--- config.mk ---
export PLATFORM = sky130hd
export DESIGN_NAME = mc_main_controller_flat
export DESIGN_NICKNAME = d
export VERILOG_FILES = /design/src/rtl/mc_main_controller_if.sv /design/src/rtl/mc_main_controller.sv /design/src/flat_wrapper.sv
export SDC_FILE = /design/constraint.sdc
export NUM_CORES = 1
export LEC_CHECK = 0
export ABC_AREA = 1
export BUFFER_PORTS_ARGS = -buffer_cell sky130_fd_sc_hd__buf_2
export CAP_MARGIN = 20
export CORE_MARGIN = 3
export CORE_UTILIZATION = 54
export DETAILED_ROUTE_END_ITERATION = 10
export PLACE_DENSITY = 0.84
export SLEW_MARGIN = 20
export SYNTH_ARGS = -nofsm -noshare
export SYNTH_HDL_FRONTEND = slang
export SYNTH_SLANG_ARGS = --single-unit
--- constraint.sdc ---
create_clock -name clk -period 2.5 [get_ports clk]
set_input_delay 0.125 -clock clk [delete_from_list [all_inputs] [get_ports clk]]
set_output_delay 0.125 -clock clk [all_outputs]
set_load 0.005 [all_outputs]
--- src/rtl/mc_main_controller_if.sv ---
// Control bus between the multi-cycle main controller and the datapath.
// Carries the IR opcode and ALU zero flag into the controller, and all
// datapath enables/selects, status pulses and debug/count values out.
//   master : the controller (drives controls, reads opcode/zero)
//   slave  : the datapath side (drives opcode/zero, reads controls)
interface mc_main_controller_if #(
  parameter int CNT_W = 16
);
  logic [5:0]       opcode;
  logic             zero;
  logic             pc_write;
  logic             pc_write_cond;
  logic             i_or_d;
  logic             mem_read;
  logic             mem_write;
  logic             ir_write;
  logic             mem_to_reg;
  logic             reg_dst;
  logic             reg_write;
  logic             alu_src_a;
  logic [1:0]       alu_src_b;
  logic [1:0]       alu_op;
  logic [1:0]       pc_src;
  logic             instr_done;
  logic             illegal_op;
  logic [CNT_W-1:0] retired;
  logic [3:0]       state_dbg;

  modport master (
    input  opcode, zero,
    output pc_write, pc_write_cond, i_or_d, mem_read, mem_write, ir_write,
           mem_to_reg, reg_dst, reg_write, alu_src_a, alu_src_b, alu_op,
           pc_src, instr_done, illegal_op, retired, state_dbg
  );

  modport slave (
    output opcode, zero,
    input  pc_write, pc_write_cond, i_or_d, mem_read, mem_write, ir_write,
           mem_to_reg, reg_dst, reg_write, alu_src_a, alu_src_b, alu_op,
           pc_src, instr_done, illegal_op, retired, state_dbg
  );
endinterface

--- src/rtl/mc_main_controller.sv ---
// Multi-cycle MIPS main control FSM.
// Sequences each instruction through fetch/decode/execute/memory/writeback,
// drives the datapath enables and the 2-bit ALUOp, counts retired
// instructions and pulses illegal_op for unsupported opcodes.
// Ports:
//   clk   : rising-edge clock
//   rst_n : asynchronous active-low reset
//   bus   : controller side of mc_main_controller_if (opcode/zero in,
//           datapath controls, instr_done, illegal_op, retired, state_dbg out)
module mc_main_controller #(
  parameter int CNT_W = 16
) (
  input  logic                   clk,
  input  logic                   rst_n,
  mc_main_controller_if.master   bus
);

  localparam logic [5:0] OP_RTYPE = 6'b000000;
  localparam logic [5:0] OP_LW    = 6'b100011;
  localparam logic [5:0] OP_SW    = 6'b101011;
  localparam logic [5:0] OP_BEQ   = 6'b000100;
  localparam logic [5:0] OP_J     = 6'b000010;
  localparam logic [5:0] OP_ADDI  = 6'b001000;

  typedef enum logic [3:0] {
    S_FETCH  = 4'd0,
    S_DECODE = 4'd1,
    S_MEMADR = 4'd2,
    S_MEMRD  = 4'd3,
    S_MEMWB  = 4'd4,
    S_MEMWR  = 4'd5,
    S_EXEC   = 4'd6,
    S_ALUWB  = 4'd7,
    S_BRANCH = 4'd8,
    S_JUMP   = 4'd9,
    S_ADDIEX = 4'd10,
    S_ADDIWB = 4'd11
  } state_e;

  state_e           state_q;
  logic [CNT_W-1:0] retired_q;

  // Decoded (ungated) outputs of the current state.
  logic       pc_write_s, pc_write_cond_s, i_or_d_s, mem_read_s, mem_write_s;
  logic       ir_write_s, mem_to_reg_s, reg_dst_s, reg_write_s, alu_src_a_s;
  logic [1:0] alu_src_b_s, alu_op_s, pc_src_s;
  logic       done_s;
  logic       op_legal;

  always_comb begin
    op_legal = (bus.opcode == OP_RTYPE) || (bus.opcode == OP_LW) ||
               (bus.opcode == OP_SW)    || (bus.opcode == OP_BEQ) ||
               (bus.opcode == OP_J)     || (bus.opcode == OP_ADDI);
  end

  // Next-state sequencing and retired counter.
  always_ff @(posedge clk or negedge rst_n) begin
    if (!rst_n) begin
      state_q   <= S_FETCH;
      retired_q <= '0;
    end else begin
      if (done_s) begin
        retired_q <= retired_q + {{(CNT_W-1){1'b0}}, 1'b1};
      end
      case (state_q)
        S_FETCH:  state_q <= S_DECODE;
        S_DECODE: begin
          case (bus.opcode)
            OP_LW, OP_SW: state_q <= S_MEMADR;
            OP_RTYPE:     state_q <= S_EXEC;
            OP_BEQ:       state_q <= S_BRANCH;
            OP_J:         state_q <= S_JUMP;
            OP_ADDI:      state_q <= S_ADDIEX;
            default:      state_q <= S_FETCH;
          endcase
        end
        // The IR is frozen outside FETCH, so MEMADR sees the same opcode
        // DECODE did; anything other than LW/SW here cannot occur, but
        // recover to FETCH rather than guess.
        S_MEMADR: begin
          if (bus.opcode == OP_LW)      state_q <= S_MEMRD;
          else if (bus.opcode == OP_SW) state_q <= S_MEMWR;
          else                          state_q <= S_FETCH;
        end
        S_MEMRD:  state_q <= S_MEMWB;
        S_EXEC:   state_q <= S_ALUWB;
        S_ADDIEX: state_q <= S_ADDIWB;
        default:  state_q <= S_FETCH;
      endcase
    end
  end

  // Moore output decode from the registered state.
  always_comb begin
    pc_write_s      = 1'b0;
    pc_write_cond_s = 1'b0;
    i_or_d_s        = 1'b0;
    mem_read_s      = 1'b0;
    mem_write_s     = 1'b0;
    ir_write_s      = 1'b0;
    mem_to_reg_s    = 1'b0;
    reg_dst_s       = 1'b0;
    reg_write_s     = 1'b0;
    alu_src_a_s     = 1'b0;
    alu_src_b_s     = 2'b00;
    alu_op_s        = 2'b00;
    pc_src_s        = 2'b00;
    done_s          = 1'b0;
    case (state_q)
      S_FETCH: begin
        mem_read_s  = 1'b1;
        ir_write_s  = 1'b1;
        alu_src_b_s = 2'b01;
        pc_write_s  = 1'b1;
      end
      S_DECODE: alu_src_b_s = 2'b11;
      S_MEMADR: begin
        alu_src_a_s = 1'b1;
        alu_src_b_s = 2'b10;
      end
      S_MEMRD: begin
        mem_read_s = 1'b1;
        i_or_d_s   = 1'b1;
      end
      S_MEMWB: begin
        reg_write_s  = 1'b1;
        mem_to_reg_s = 1'b1;
        done_s       = 1'b1;
      end
      S_MEMWR: begin
        mem_write_s = 1'b1;
        i_or_d_s    = 1'b1;
        done_s      = 1'b1;
      end
      S_EXEC: begin
        alu_src_a_s = 1'b1;
        alu_op_s    = 2'b10;
      end
      S_ALUWB: begin
        reg_write_s = 1'b1;
        reg_dst_s   = 1'b1;
        done_s      = 1'b1;
      end
      S_BRANCH: begin
        alu_src_a_s     = 1'b1;
        alu_op_s        = 2'b01;
        pc_write_cond_s = 1'b1;
        pc_src_s        = 2'b01;
        done_s          = 1'b1;
      end
      S_JUMP: begin
        pc_write_s = 1'b1;
        pc_src_s   = 2'b10;
        done_s     = 1'b1;
      end
      S_ADDIEX: begin
        alu_src_a_s = 1'b1;
        alu_src_b_s = 2'b10;
      end
      S_ADDIWB: begin
        reg_write_s = 1'b1;
        done_s      = 1'b1;
      end
      default: ;
    endcase
  end

  // Enables and pulses are masked while reset is held so the datapath sees
  // no strobe even though the state already reads FETCH; selects pass through.
  always_comb begin
    bus.pc_write      = pc_write_s      & rst_n;
    bus.pc_write_cond = pc_write_cond_s & rst_n;
    bus.mem_read      = mem_read_s      & rst_n;
    bus.mem_write     = mem_write_s     & rst_n;
    bus.ir_write      = ir_write_s      & rst_n;
    bus.reg_write     = reg_write_s     & rst_n;
    bus.instr_done    = done_s          & rst_n;
    bus.illegal_op    = (state_q == S_DECODE) & ~op_legal & rst_n;
    bus.i_or_d        = i_or_d_s;
    bus.mem_to_reg    = mem_to_reg_s;
    bus.reg_dst       = reg_dst_s;
    bus.alu_src_a     = alu_src_a_s;
    bus.alu_src_b     = alu_src_b_s;
    bus.alu_op        = alu_op_s;
    bus.pc_src        = pc_src_s;
    bus.retired       = retired_q;
    bus.state_dbg     = state_q;
  end

endmodule

--- src/flat_wrapper.sv ---
// flat-port wrapper written by rule: the top's interface ports become plain ports
module mc_main_controller_flat 
#(
  parameter int CNT_W = 16
)
  (clk, rst_n, bus_opcode, bus_zero, bus_pc_write, bus_pc_write_cond, bus_i_or_d, bus_mem_read, bus_mem_write, bus_ir_write, bus_mem_to_reg, bus_reg_dst, bus_reg_write, bus_alu_src_a, bus_alu_src_b, bus_alu_op, bus_pc_src, bus_instr_done, bus_illegal_op, bus_retired, bus_state_dbg);
  mc_main_controller_if #(.CNT_W(CNT_W)) bus_i ();
  input  logic clk;
  input  logic rst_n;
  input wire logic [$bits(bus_i.opcode)-1:0] bus_opcode;
  input wire logic [$bits(bus_i.zero)-1:0] bus_zero;
  output wire logic [$bits(bus_i.pc_write)-1:0] bus_pc_write;
  output wire logic [$bits(bus_i.pc_write_cond)-1:0] bus_pc_write_cond;
  output wire logic [$bits(bus_i.i_or_d)-1:0] bus_i_or_d;
  output wire logic [$bits(bus_i.mem_read)-1:0] bus_mem_read;
  output wire logic [$bits(bus_i.mem_write)-1:0] bus_mem_write;
  output wire logic [$bits(bus_i.ir_write)-1:0] bus_ir_write;
  output wire logic [$bits(bus_i.mem_to_reg)-1:0] bus_mem_to_reg;
  output wire logic [$bits(bus_i.reg_dst)-1:0] bus_reg_dst;
  output wire logic [$bits(bus_i.reg_write)-1:0] bus_reg_write;
  output wire logic [$bits(bus_i.alu_src_a)-1:0] bus_alu_src_a;
  output wire logic [$bits(bus_i.alu_src_b)-1:0] bus_alu_src_b;
  output wire logic [$bits(bus_i.alu_op)-1:0] bus_alu_op;
  output wire logic [$bits(bus_i.pc_src)-1:0] bus_pc_src;
  output wire logic [$bits(bus_i.instr_done)-1:0] bus_instr_done;
  output wire logic [$bits(bus_i.illegal_op)-1:0] bus_illegal_op;
  output wire logic [$bits(bus_i.retired)-1:0] bus_retired;
  output wire logic [$bits(bus_i.state_dbg)-1:0] bus_state_dbg;
  assign bus_i.opcode = bus_opcode;
  assign bus_i.zero = bus_zero;
  assign bus_pc_write = bus_i.pc_write;
  assign bus_pc_write_cond = bus_i.pc_write_cond;
  assign bus_i_or_d = bus_i.i_or_d;
  assign bus_mem_read = bus_i.mem_read;
  assign bus_mem_write = bus_i.mem_write;
  assign bus_ir_write = bus_i.ir_write;
  assign bus_mem_to_reg = bus_i.mem_to_reg;
  assign bus_reg_dst = bus_i.reg_dst;
  assign bus_reg_write = bus_i.reg_write;
  assign bus_alu_src_a = bus_i.alu_src_a;
  assign bus_alu_src_b = bus_i.alu_src_b;
  assign bus_alu_op = bus_i.alu_op;
  assign bus_pc_src = bus_i.pc_src;
  assign bus_instr_done = bus_i.instr_done;
  assign bus_illegal_op = bus_i.illegal_op;
  assign bus_retired = bus_i.retired;
  assign bus_state_dbg = bus_i.state_dbg;
  mc_main_controller #(.CNT_W(CNT_W)) u_core (.clk(clk), .rst_n(rst_n), .bus(bus_i));
endmodule
# After elaboration in Yosys (flattened, before gate mapping)
# Index checks and enable logic that the tools add are counted.
# word_totals
regBits	20
latch_bits	0
mem_bits_rw	0
rom_bits	0
out_inout_bits	38
wordCells	62
memories	0
# op_classes
addsub	1
n_mul	0
div	0
order_cmp	0
n_eq_ne	16
n_shift	0
muxes	18
n_bitwise	10
reduce_logical	15
# op_table
operator	count
case mux 4 bit (6 select lines)	1
case mux 4 bit (5 select lines)	1
adder 16 x 1 -> 16 bit (second input constant)	1
== test 4 x 3 -> 1 bit (second input constant)	4
== test 4 bit (second input constant)	4
== test 6 bit (second input constant)	2
2-to-1 mux 1 bit	11
OR reduction 2 bit	5
bitwise AND 1 bit	9
== test 4 x 2 -> 1 bit (second input constant)	2
case mux 2 bit (2 select lines)	2
== test 6 x 2 -> 1 bit (second input constant)	1
== test 6 x 3 -> 1 bit (second input constant)	1
== test 6 x 4 -> 1 bit (second input constant)	1
logical NOT 6 bit	1
case mux 2 bit (3 select lines)	1
OR reduction 6 bit	1
logical OR 1 bit	5
== test 4 x 1 -> 1 bit (second input constant)	1
logical NOT 4 bit	1
2-to-1 mux 4 bit	1
OR reduction 4 bit	1
2-to-1 mux 3 bit	1
OR reduction 3 bit	1
NOT 1 bit	1

# Longest topological paths before layout
# depth
depth_word	9
mapped_depth	8
mapped_depth_nobuf	8

# Least setup slack after synthesis
# Ideal clock, no wire load.
# synth_path
path_kind	reg-to-reg
startpoint	reg u_core.retired_q[0] (netlist: u_core.bus.retired[0])
endpoint	reg u_core.retired_q[8] (netlist: u_core.bus.retired[8])
setup_ps	121
t_arrival_ps	1179
required_ps	2379
path_slack_ps	1199
path_stages_with_launch	8
synth_period_minus_slack_ps	1301
path_cell_list	dfrtp_1 ha_1 inv_1 nor2_1 nand2_1 xor2_1 nand2_1 o21ai_1
# synth_between
elab_chain_cells	1
# synth_rtl
element	line_no	source
start, declared	mc_main_controller.sv:41	logic [CNT_W-1:0] retired_q;
start signal, assigned	mc_main_controller.sv:63	retired_q <= retired_q + {{(CNT_W-1){1'b0}}, 1'b1};
adder 16 x 1 -> 16 bit	mc_main_controller.sv:63	
# No other way between the ends.
# A chain may end at the register's enable or synchronous reset.

# Worst setup path in the final report
# layout_path
startpoint	reg u_core.state_q[2] (netlist: u_core.bus.state_dbg[2])
endpoint	out bus_mem_read
# layout_between
elab_chain_cells	4
word_cells_on_any_way	5
cone_classes	1 x eq/ne; 1 x mux; 1 x bitwise; 2 x reduce/logical
# layout_rtl
element	line_no	source
start, declared	mc_main_controller.sv:40	state_e state_q;
start signal, assigned	mc_main_controller.sv:59	state_q <= S_FETCH;
start signal, assigned	mc_main_controller.sv:66	S_FETCH: state_q <= S_DECODE;
start signal, assigned	mc_main_controller.sv:69	OP_LW, OP_SW: state_q <= S_MEMADR;
== test 4 x 2 -> 1 bit or logical NOT 4 bit (tied branches)	mc_main_controller.sv:109	case (state_q)
OR reduction 2 bit (no line) (*)	n/a	
2-to-1 mux 1 bit (*)	mc_main_controller.sv:109	
bitwise AND 1 bit (*)	mc_main_controller.sv:173	bus.mem_read = mem_read_s & rst_n;
end, declared	flat_wrapper.sv:15	output wire logic [$bits(bus_i.mem_read)-1:0] bus_mem_read;
# Every way passes the cells marked *; elsewhere a longest branch is shown, timed or not.

==> flow_summary.toml <==
[routing]
wl_um = 3170
vias = 1458
via_per_inst = 4.98
drt_pass1_iterations = 4
wl_per_cell_um = 10.8
drc = 0
ant_nets = 0
drtIter0Drc = 53

[clocking]
h-tree-depth = 1
cts_buffer_depth = 2
worstSkewPairLatency_ns = 0.31
cts_buffers = 3
clk_pin_slew_worst_paths_ns = 0.13
ctsRootBufferMaster = "clkbuf_4"
cts_tree = "done"
clock_sinks = 20
ctsResizeCount = 0

[synth]
synth_cells = 214
synth.distinct_cells = 28
synth_top_cell_area_share = 0.348
ys_warn_count = 0
syn_area_mm2 = 0.00144
ys_seq_elements = 20
synth.avg_cell_area_um2 = 6.71
synthTopCellsByArea = "dfrtp_1 (35%), nand2_1 (18%), nor2_1 (11%), inv_1 (6.3%), nand3_1 (3.5%)"
synthTopCellsByCount = "nand2_1 (68), nor2_1 (41), inv_1 (24), dfrtp_1 (20), nand3_1 (10)"
synth_nets = 224
synth-edff-count = 0
synthFlopType = "dfrtp_1"
yosysTopAreaCell = "dfrtp_1"
ys_seq_area_frac = 0.348
post-synth-top-count-cell = "nand2_1"
async_reset_ff_frac = 1.00

[critical_path]
crit_required_ns = 2.38
cp_max_fo = 6
cp_top_family = "flip-flops"
cp_slowest_cell = "dfrtp_1"
end_kind = "primary output"
path_class = "flop to primary output"
cp.buffers_inverters = 3
critical_path_arrival_ns = 1.60
cp_cell_sequence = "nor2_1 -> inv_1 -> nor2_1 -> inv_1 -> a21oi_1 -> buf_2"
critPathMaxStageDelay_ns = 0.48
start_kind = "flop"

[power_and_ir_drop]
powerDensity_mw_per_mm2 = 560
cellLeakagePower_nw = 0.932
vdd_drop_max_mv = 0.447
finalPower_mw = 0.975

[status]
status = "finished, final reports clean"

[timing]
clock.fmax_ghz = 0.581
finalCritPeriodShare = 0.688
period_needed_ns = 1.72
fin_ws_ns = 0.779
finClkSkew_ns = 0.0150
finalMaxSlewViolations = 0
hold_viol = 0
setup-tns-final_ns = 0
slew_headroom = 0.831
rsz0062_at_grt = "no"
tightest_slew_ns = 0.253
setup_viol = 0

[die]
die_h_um = 57.6
rows = 18
die_w_um = 57.6
initial_core_util = 0.575
die_area_mm2 = 0.00331
io-pin-count = 47
core_mm2 = 0.00250

[placement]
gp_congestion = 0.833
portBuffers = 45
dp_hpwl_um = 2560
dp_slack_ns = 1.02

[global_route]
grt_pass1_vias = 1289
grt_max_degree = 22
grt_usage = 0.210
grt_remaining_overflow = 0
antenna_found_initial = 0
grt_first_pass_wirelength_um = 5530

[layout]
diodes = 0
syn_to_final_growth_pct = 21.3
drive_above_1_share = 0.255
fin_nets = 274

[flow_run]
max-cap-violations = 0

[min_path]
hp-class = "input pin to flop"
## flip-flops by register name, summed over array words and instances (netlist names)
name / count
u_core.bus.retired: 16
u_core.bus.state_dbg: 4
## what timing repair did
item / in CTS / in global routing
endpoints found under the hold margin: 20 / 0
setup buffers: 0 / 0
hold buffers: 1 / 0
## logic make-up after synthesis
group	count (synthesis)	share of synthesized area
adders and majority gates	1	0.00871
and+or+nand+nor	139	0.436
AOI/OAI and AO/OA	15	0.0566
DFF	20	0.348
buffers and inverters	31	0.0958
xor gates and xnor gates	8	0.0540
## per-layer routing
layer / vias to the layer above / GRT usage / wire length, µm / part of all wire
met2: 38 / 0.376 / 1630 / 0.51
met3: 5 / 0.0294 / 154 / 0.049
met4: 0 / 0.0728 / 48 / 0.015
li1: 765 / - / - / -
met5: - / 0 / 0 / 0
met1: 650 / 0.255 / 1340 / 0.42
## power breakdown
group | internal, mW | switching (mW)
Combinational | 0.113 | 0.178
Sequential | 0.357 | 0.0586
Clock | 0.162 | 0.107
## worst reg2reg max path, cell delays in order (launching register included)
cell     delay, ns
dfrtp_1       0.47
ha_1          0.25
inv_1         0.11
nor2_1        0.22
nand3_1       0.11
nand2_1       0.07
nand2_1       0.05
nand2_1       0.05
o21ai_1       0.06
## through the flow
step	cells	utilization	instance area, µm²	hold WS [ns]
after floorplan	214	-	1440	-0.171
after global placement	288	0.672	1680	0.114
after detailed placement	288	0.672	1680	0.124
after CTS	293	0.697	1740	0.0587
after global routing	293	0.697	1740	0.0544
final	293	0.697	1740	0.0645
## layout make-up
| cell class | count | area, µm² |
|---|---|---|
| Multi-Input combinational cell | 163 | 798 |
| Fill cell | 236 | 757 |
| Sequential cell | 20 | 500 |
| Timing Repair Buffer | 47 | 243 |
| Inverter | 29 | 111 |
| Tap cell | 30 | 37.5 |
| Clock inverter | 1 | 30.0 |
| Clock buffer | 3 | 22.5 |
## path summary, 6_finish.rpt
check	start	to	slack [ns]	cells after the start
min	bus_opcode[3]	u_core.bus.state_dbg[1]	0.06	2
max in group asynchronous	rst_n	u_core.bus.retired[15]	1.98	3
max reg2reg	u_core.bus.retired[0]	u_core.bus.retired[12]	1.01	8
max	u_core.bus.state_dbg[2]	bus_mem_read	0.78	6
min in group asynchronous	rst_n	u_core.bus.retired[4]	0.30	3
min reg2reg	u_core.bus.retired[15]	u_core.bus.retired[15]	0.55	2
## cell usage in the layout (no fill, tap or decap), drive strengths merged
cell and n:
nand2 74, buf 46, nor2 45, inv 29, dfrtp 20, nand3 10, o21ai 10, nand4 7
xor2 5, clkbuf 3, xnor2 3, a21oi 2, nor3 2, nand3b 1, o211ai 1, o22ai 1
a211oi 1, ha 1, bufinv 1, dlygate4sd3 1
Power figures use the tool's default switching activity.
